[src/rtl/serial_adder_5bit_pkg.sv]
// Shared definitions for the serial adder and the ripple-carry adder tests:
// FSM state encodings and the default operand width.
package serial_adder_5bit_pkg;

  // Default operand/sum width of the adder datapath.
  localparam int DEFAULT_WIDTH = 5;

  // Controller states; encodings are fixed so other benches can decode them.
  typedef enum logic [1:0] {
    ST_IDLE = 2'd0,
    ST_RUN  = 2'd1,
    ST_DONE = 2'd2
  } state_t;

endpackage : serial_adder_5bit_pkg

[src/rtl/serial_adder_5bit_fa_bit.sv]
// One-bit full adder cell, the only arithmetic element of the serial adder.
module fa_bit (
  input  logic a,
  input  logic b,
  input  logic ci,
  output logic s,
  output logic co
);

  // Sum is the three-way parity; carry is the majority of the inputs.
  assign s  = a ^ b ^ ci;
  assign co = (a & b) | (a & ci) | (b & ci);

endmodule : fa_bit

[src/rtl/serial_adder_5bit.sv]
// Bit-serial LSB-first adder. Operands and carry-in are latched on an accepted
// start, then one bit per clock is resolved through a single full-adder cell
// with a registered carry. {cout,sum} = a + b + cin, presented with a one-cycle
// done pulse and held until the next completion.
module serial_adder_5bit
  import serial_adder_5bit_pkg::*;
#(
  parameter int WIDTH = DEFAULT_WIDTH,  // 2..16
  parameter int CNT_W = 3               // 2**CNT_W must exceed WIDTH
) (
  input  logic             clk,
  input  logic             rst_n,
  input  logic             start,
  input  logic [WIDTH-1:0] a,
  input  logic [WIDTH-1:0] b,
  input  logic             cin,
  output logic             busy,
  output logic             done,
  output logic [WIDTH-1:0] sum,
  output logic             cout
);

  state_t           state_reg;
  state_t           state_next;
  logic             load;        // operands are captured on this edge
  logic             last_bit;    // this edge resolves the MSB

  logic [WIDTH-1:0] sa_reg;
  logic [WIDTH-1:0] sb_reg;
  logic             carry_reg;
  logic [CNT_W-1:0] cnt_reg;
  // Only the upper WIDTH-1 result bits need storage: the MSB is taken straight
  // from the adder cell on the final edge.
  logic [WIDTH-2:0] part_reg;
  logic [WIDTH-2:0] part_shift;
  logic [WIDTH-1:0] sum_reg;
  logic             cout_reg;

  logic             bit_s;
  logic             bit_co;

  fa_bit u_fa_bit (
    .a  (sa_reg[0]),
    .b  (sb_reg[0]),
    .ci (carry_reg),
    .s  (bit_s),
    .co (bit_co)
  );

  // New sum bit enters at the top of the partial register; narrowest width
  // degenerates to a single flop.
  generate
    if (WIDTH > 2) begin : g_part_wide
      assign part_shift = {bit_s, part_reg[WIDTH-2:1]};
    end else begin : g_part_single
      assign part_shift = bit_s;
    end
  endgenerate

  assign last_bit = (state_reg == ST_RUN) && (cnt_reg == CNT_W'(WIDTH - 1));

  // State register.
  always_ff @(posedge clk or negedge rst_n) begin
    if (!rst_n) begin
      state_reg <= ST_IDLE;
    end else begin
      state_reg <= state_next;
    end
  end

  // Next-state and operand-load decode; start is only honoured outside RUN.
  always_comb begin
    state_next = state_reg;
    load       = 1'b0;
    case (state_reg)
      ST_IDLE: begin
        if (start) begin
          load       = 1'b1;
          state_next = ST_RUN;
        end
      end
      ST_RUN: begin
        if (last_bit) begin
          state_next = ST_DONE;
        end
      end
      ST_DONE: begin
        if (start) begin
          load       = 1'b1;
          state_next = ST_RUN;
        end else begin
          state_next = ST_IDLE;
        end
      end
      default: begin
        state_next = ST_IDLE;
      end
    endcase
  end

  // Serial datapath: load operands, then shift one bit per RUN cycle and
  // publish the result on the final bit only.
  always_ff @(posedge clk or negedge rst_n) begin
    if (!rst_n) begin
      sa_reg    <= '0;
      sb_reg    <= '0;
      carry_reg <= 1'b0;
      cnt_reg   <= '0;
      part_reg  <= '0;
      sum_reg   <= '0;
      cout_reg  <= 1'b0;
    end else if (load) begin
      sa_reg    <= a;
      sb_reg    <= b;
      carry_reg <= cin;
      cnt_reg   <= '0;
      part_reg  <= '0;
    end else if (state_reg == ST_RUN) begin
      sa_reg    <= {1'b0, sa_reg[WIDTH-1:1]};
      sb_reg    <= {1'b0, sb_reg[WIDTH-1:1]};
      carry_reg <= bit_co;
      part_reg  <= part_shift;
      cnt_reg   <= cnt_reg + CNT_W'(1);
      if (last_bit) begin
        sum_reg  <= {bit_s, part_reg};
        cout_reg <= bit_co;
      end
    end
  end

  assign busy = (state_reg == ST_RUN);
  assign done = (state_reg == ST_DONE);
  assign sum  = sum_reg;
  assign cout = cout_reg;

endmodule : serial_adder_5bit
[config.mk]
export PLATFORM = sky130hd
export DESIGN_NAME = serial_adder_5bit
export DESIGN_NICKNAME = d
export VERILOG_FILES = /design/src/rtl/serial_adder_5bit_pkg.sv /design/src/rtl/serial_adder_5bit_fa_bit.sv /design/src/rtl/serial_adder_5bit.sv
export SDC_FILE = /design/constraint.sdc
export NUM_CORES = 1
export LEC_CHECK = 0
export CAP_MARGIN = 0
export CORE_UTILIZATION = 54
export DETAILED_ROUTE_END_ITERATION = 16
export GPL_ROUTABILITY_DRIVEN = 0
export PLACE_DENSITY = 0.82
export SYNTH_ARGS = -nofsm -noshare
export SYNTH_HDL_FRONTEND = slang
export SYNTH_SLANG_ARGS = --single-unit
[constraint.sdc]
create_clock -name clk -period 3.5 [get_ports clk]
set_input_delay 0.525 -clock clk [delete_from_list [all_inputs] [get_ports clk]]
set_output_delay 0.525 -clock clk [all_outputs]
set_load 0.02 [all_outputs]
==> flow_metrics.tcl, run 1 <==
set metrics [dict create \
    ctsResizeCount 0 \
    reg2reg_from "state_reg[0]" \
    cts_made_buffers 3 \
    clkTransAtPathRegs_ps 130 \
    yosysSeqAreaShare 0.538 \
    clock_latency_ps 310 \
    status "finished, final reports clean" \
    synth-edff-count 0 \
    dieWidth_um 49.3 \
    wl_um 2090 \
    finalSetupTns_ps 0 \
    worst_pin_slew_ps 1110 \
    cts_hold_buf 0 \
    ys.flop_type "dfrtp_1" \
    synth.distinct_cells 23 \
    regArea_sq_um 651 \
    htree_levels 1 \
    ys_ff_latch 26 \
    grt_max_degree 27 \
    pin_count 22 \
    synthArstFlopShare 1.00 \
    drv_slew 0 \
    clkSinkCount 26 \
    maxCapViolations 0 \
    rsz0062_at_grt "false" \
    start_kind "flop" \
    fin_area_sq_mm 0.00144 \
    yosys.area.top_type "dfrtp_1" \
    use_met3 0.0374 \
    finalPower_mw 1.24 \
    fill_cells 163 \
    first_pass_iters 4 \
    initial_core_util 0.592 \
    netlist_area_sq_mm 0.00121 \
    crit_required_ps 2970 \
    dieArea_sq_mm 0.00243 \
    core_sq_mm 0.00204 \
    finalSetupViolCount 0 \
    synth_top_area_frac 0.538 \
    cp.arrival_ps 1820 \
    irDropWorstVdd_v 0.000454 \
    vias 788 \
    synth_warnings 0 \
    hold_viol 0 \
    criticalPathCategory "flop to output pin" \
    grt-ovfl-total 0 \
    cp-end-kind "output pin" \
    reg2reg_slack_ps 1950 \
    chipHeight_um 49.3 \
    grtUsageMet1 0.246 \
    power_leakage_nw 0.661 \
    avgSynthCellArea_sq_um 12.5 \
    hp-class "flop to flop" \
    postCtsSetupBuffers 0 \
    grt_util_all_layers 0.201 \
    synth_most_common_cell "dfrtp_1" \
    hpwlAfterDp_um 1540 \
    drive_gt1_frac 0.129 \
    place_area_sq_mm 0.00142 \
    drc_errors 0 \
    avgRoutedWirePerCell_um 14.6 \
    synth_fp_nets 114 \
    netlist_instances 97 \
    hp-start "sb_reg[2]" \
    crit_fanout 15 \
    area_growth_syn_to_layout_pct 19.2 \
    min_delay_worst_endpoint "sb_reg[2]" \
    ff2ff_path_depth 3 \
    finalNetCount 135 \
    grt_pass1_vias 799 \
    powerDensity_mw_per_mm2 861 \
    ant_nets 0 \
    synthTopCellsByCount "dfrtp_1 (26), a21oi_1 (9), inv_1 (9), a22o_1 (8)" \
    cts_max_path_buffers 2 \
    grt_pass1_wl_um 3580 \
    cts_root_buf "clkbuf_4" \
    fin_crit_sh 0.671 \
    viasPerCell 5.51 \
    drt_iter0_markers 11 \
    n_antenna_cell 0 \
    max_freq_mhz 426 \
    grt_use_met2 0.342 \
    synthTopCellsByArea "dfrtp_1 (54%), mux2_4 (7.5%), a22o_1 (5.8%)" \
    multiInputGateArea_sq_um 480 \
    cts_tree "built" \
    rows 16 \
    slew_headroom 0.259 \
    fin_crit_ps 2350 \
    reg2reg_to "cnt_reg[0]" \
    antenna_found_initial 0 \
    busiest_layer "met2" \
    io_buffers 21 \
    finalClockSkew_ps 3.85 \
    hold_depth 2 \
]
report_power, final:
| group | switching (mW) | total [mW] | leakage [nW] | internal, mW |
|---|---|---|---|---|
| sequential | 0.125 | 0.556 | 0.320 | 0.431 |
| clock | 0.0815 | 0.122 | 0.0138 | 0.0402 |
| combinational | 0.255 | 0.563 | 0.327 | 0.308 |
layout by cell type (no fill, tap or decap):
cell and count:
clkinv_4 1, o22ai_1 6, a21o_1 1, inv_1 9, a21oi_1 9, nand2b_1 2
clkbuf_4 3, nand2_1 3, dfrtp_1 26, nand2b_4 1, mux2_2 3, mux2_4 6
fa_1 1, nor2_1 1, clkdlybuf4s50_1 21, ha_1 2, mux2i_1 3, a211oi_1 3
a22o_1 8, nor2b_1 5, xnor2_1 1, nand3_4 1
kinds of logic after synthesis:
kind of cell,after synthesis,synth area share
flops,26,0.538
buf+inv,15,0.0642
mux,12,0.127
compound gates,27,0.151
simple gates,13,0.0745
xor+xnor,1,0.00725
fa+ha+maj,3,0.0373
area by class of cell:
class	count	area share
repair buffers	21	0.146
multi-input cells	56	0.334
inverters	10	0.0295
well taps	27	0.0235
clock buffers	3	0.0156
flip-flops and latches	26	0.452
stage by stage:
step | setup slack (ps) | hold slack (ps) | instances | util
after floorplan | 2010 | 229 | 97 | -
after global placement | 1510 | 495 | 140 | 0.694
after detailed placement | 1470 | 490 | 140 | 0.694
after CTS | 1150 | 529 | 143 | 0.705
after global routing | 1050 | 538 | 143 | 0.705
final | 1150 | 526 | 143 | 0.705
worst max-delay path, cell delays in order, from the launching register on:
cell and delay (ps):
dfrtp_1 670, nand2b_4 150, clkinv_4 100, clkdlybuf4s50_1 600
how the worst max path moves through the flow:
stage / endpoint / from / depth (start not counted)
2_1_floorplan: done / state_reg[0] / 2
3_3_place_gp: cnt_reg[0] / start / 4
3_5_place_dp: cnt_reg[0] / start / 4
4_1_cts: busy / state_reg[0] / 3
5_1_grt: busy / state_reg[0] / 3
6_report: busy / state_reg[0] / 3
layer usage:
metal	vias up	wire [um]
li1	377	-
met1	384	997
met2	25	1010
met3	2	68
met4	0	14
met5	-	0
Note: power is estimated with default switching activity, not from simulation.
==> inputs of run 2 (changes only) <==
CORE_UTILIZATION = 50   (was 54)
PLACE_DENSITY = 0.77   (was 0.82)
clock period = 2.2 ns   (was 3.5 ns; I/O delays follow)
==> flow_metrics.tcl, run 2 (synthesis gave the netlist of run 1 again) <==
set metrics [dict create \
    fin_crit_sh 0.966 \
    rows 17 \
    finalNetCount 136 \
    htree_levels 1 \
    finalClockSkew_ps 3.70 \
    start_kind "flop" \
    vias 790 \
    cp-end-kind "output pin" \
    fin_crit_ps 2130 \
    drv_slew 0 \
    grt_util_all_layers 0.175 \
    n_antenna_cell 0 \
    worst_pin_slew_ps 362 \
    place_ws_ps 327 \
    dieArea_sq_mm 0.00262 \
    dieWidth_um 51.2 \
    setup_ws_ps 74.4 \
    crit_fanout 9 \
    hpwlAfterDp_um 1540 \
    postCtsSetupBuffers 0 \
    wl_um 2060 \
    crit_required_ps 1870 \
    hp-class "input pin to async pin" \
    final_util 0.649 \
    grt_pass1_wl_um 3330 \
    reg2reg_slack_ps 690 \
    first_pass_iters 4 \
    cts_tree "built" \
    antenna_found_initial 0 \
    rsz0062_at_grt "false" \
    core_sq_mm 0.00225 \
    drive_gt1_frac 0.153 \
    cts_made_buffers 3 \
    finalSetupViolCount 0 \
    drc_errors 0 \
    pin_count 22 \
    ant_nets 0 \
    clock_latency_ps 320 \
    viasPerCell 5.41 \
    criticalPathCategory "flop to output pin" \
    reg2reg_to "sum[1]" \
    grt_max_degree 27 \
    initial_core_util 0.536 \
    cts_root_buf "clkbuf_4" \
    finalPower_mw 2.02 \
    ff2ff_path_depth 4 \
    clkSinkCount 26 \
    drt_iter0_markers 7 \
    layout_common_cells "dfrtp_1 (25), clkdlybuf4s50_1 (21), inv_1 (9), a21oi_1 (9), a22o_1 (8)" \
    hold_viol 0 \
    reg2reg_from "state_reg[1]" \
    finalSetupTns_ps 0 \
    max_freq_mhz 470 \
    maxCapViolations 0 \
    power_leakage_nw 0.672 \
    area_growth_syn_to_layout_pct 21.1 \
    whs_ps 356 \
    cp.arrival_ps 1800 \
    powerDensity_mw_per_mm2 1380 \
    grt_pass1_vias 779 \
    io_buffers 21 \
    clkTransAtPathRegs_ps 130 \
    chipHeight_um 51.2 \
    cts_max_path_buffers 2 \
    avgRoutedWirePerCell_um 14.1 \
    status "finished, final reports clean" \
    slew_headroom 0.758 \
    final_common_cell "dfrtp_1" \
    irDropWorstVdd_v 0.000720 \
    grt-ovfl-total 0 \
]
## run 2: power by group
part | internal [mW] | switching [mW]
Clock | 0.101 | 0.134
Combinational | 0.495 | 0.411
Sequential | 0.687 | 0.193
Total | 1.28 | 0.738
## run 2: repair_timing
action                     in CTS  in global routing
hold endpoints to repair        0                  0
gates resized for setup         0                  1
hold buffers                    0                  0
setup endpoints to repair       0                  1
## run 2: how the worst max path moves through the flow
stage	startpoint	endpoint	slack [ps]	cells past startpoint
5_1_grt	state_reg[1]	busy	10	3
3_5_place_dp	start	cnt_reg[0]	330	4
3_3_place_gp	start	cnt_reg[0]	390	4
6_report	state_reg[1]	busy	70	3
2_1_floorplan	state_reg[1]	sum[4]	800	6
4_1_cts	state_reg[0]	busy	30	3
## run 2: worst max-delay path, stage by stage (launching register included)
cell and delay (ps):
dfrtp_1 580, nand2b_4 260, clkinv_4 100, clkdlybuf4s50_1 540
## run 2: layer usage
layer  vias up  global-route usage  routed length, um
met5         -                   0                  0
met4         0              0.0556                 19
met3         2              0.0268                 73
met2        21               0.311                999
met1       386               0.216                965
li1        381                   -                  -
## run 2: layout make-up
cell class | instances | area, sq um
sequential | 26 | 652
inverter | 10 | 42.5
timing repair buffer | 22 | 218
clock buffer | 4 | 36.3
tap | 28 | 35.0
fill | 195 | 791
multi-input combinational | 56 | 480
## run 2: stage by stage
stage / instance area [sq um] / cells
global placement: 1430 / 142
global route: 1460 / 146
floorplan: 1210 / 97
CTS: 1460 / 146
finish: 1460 / 146
detailed placement: 1430 / 142
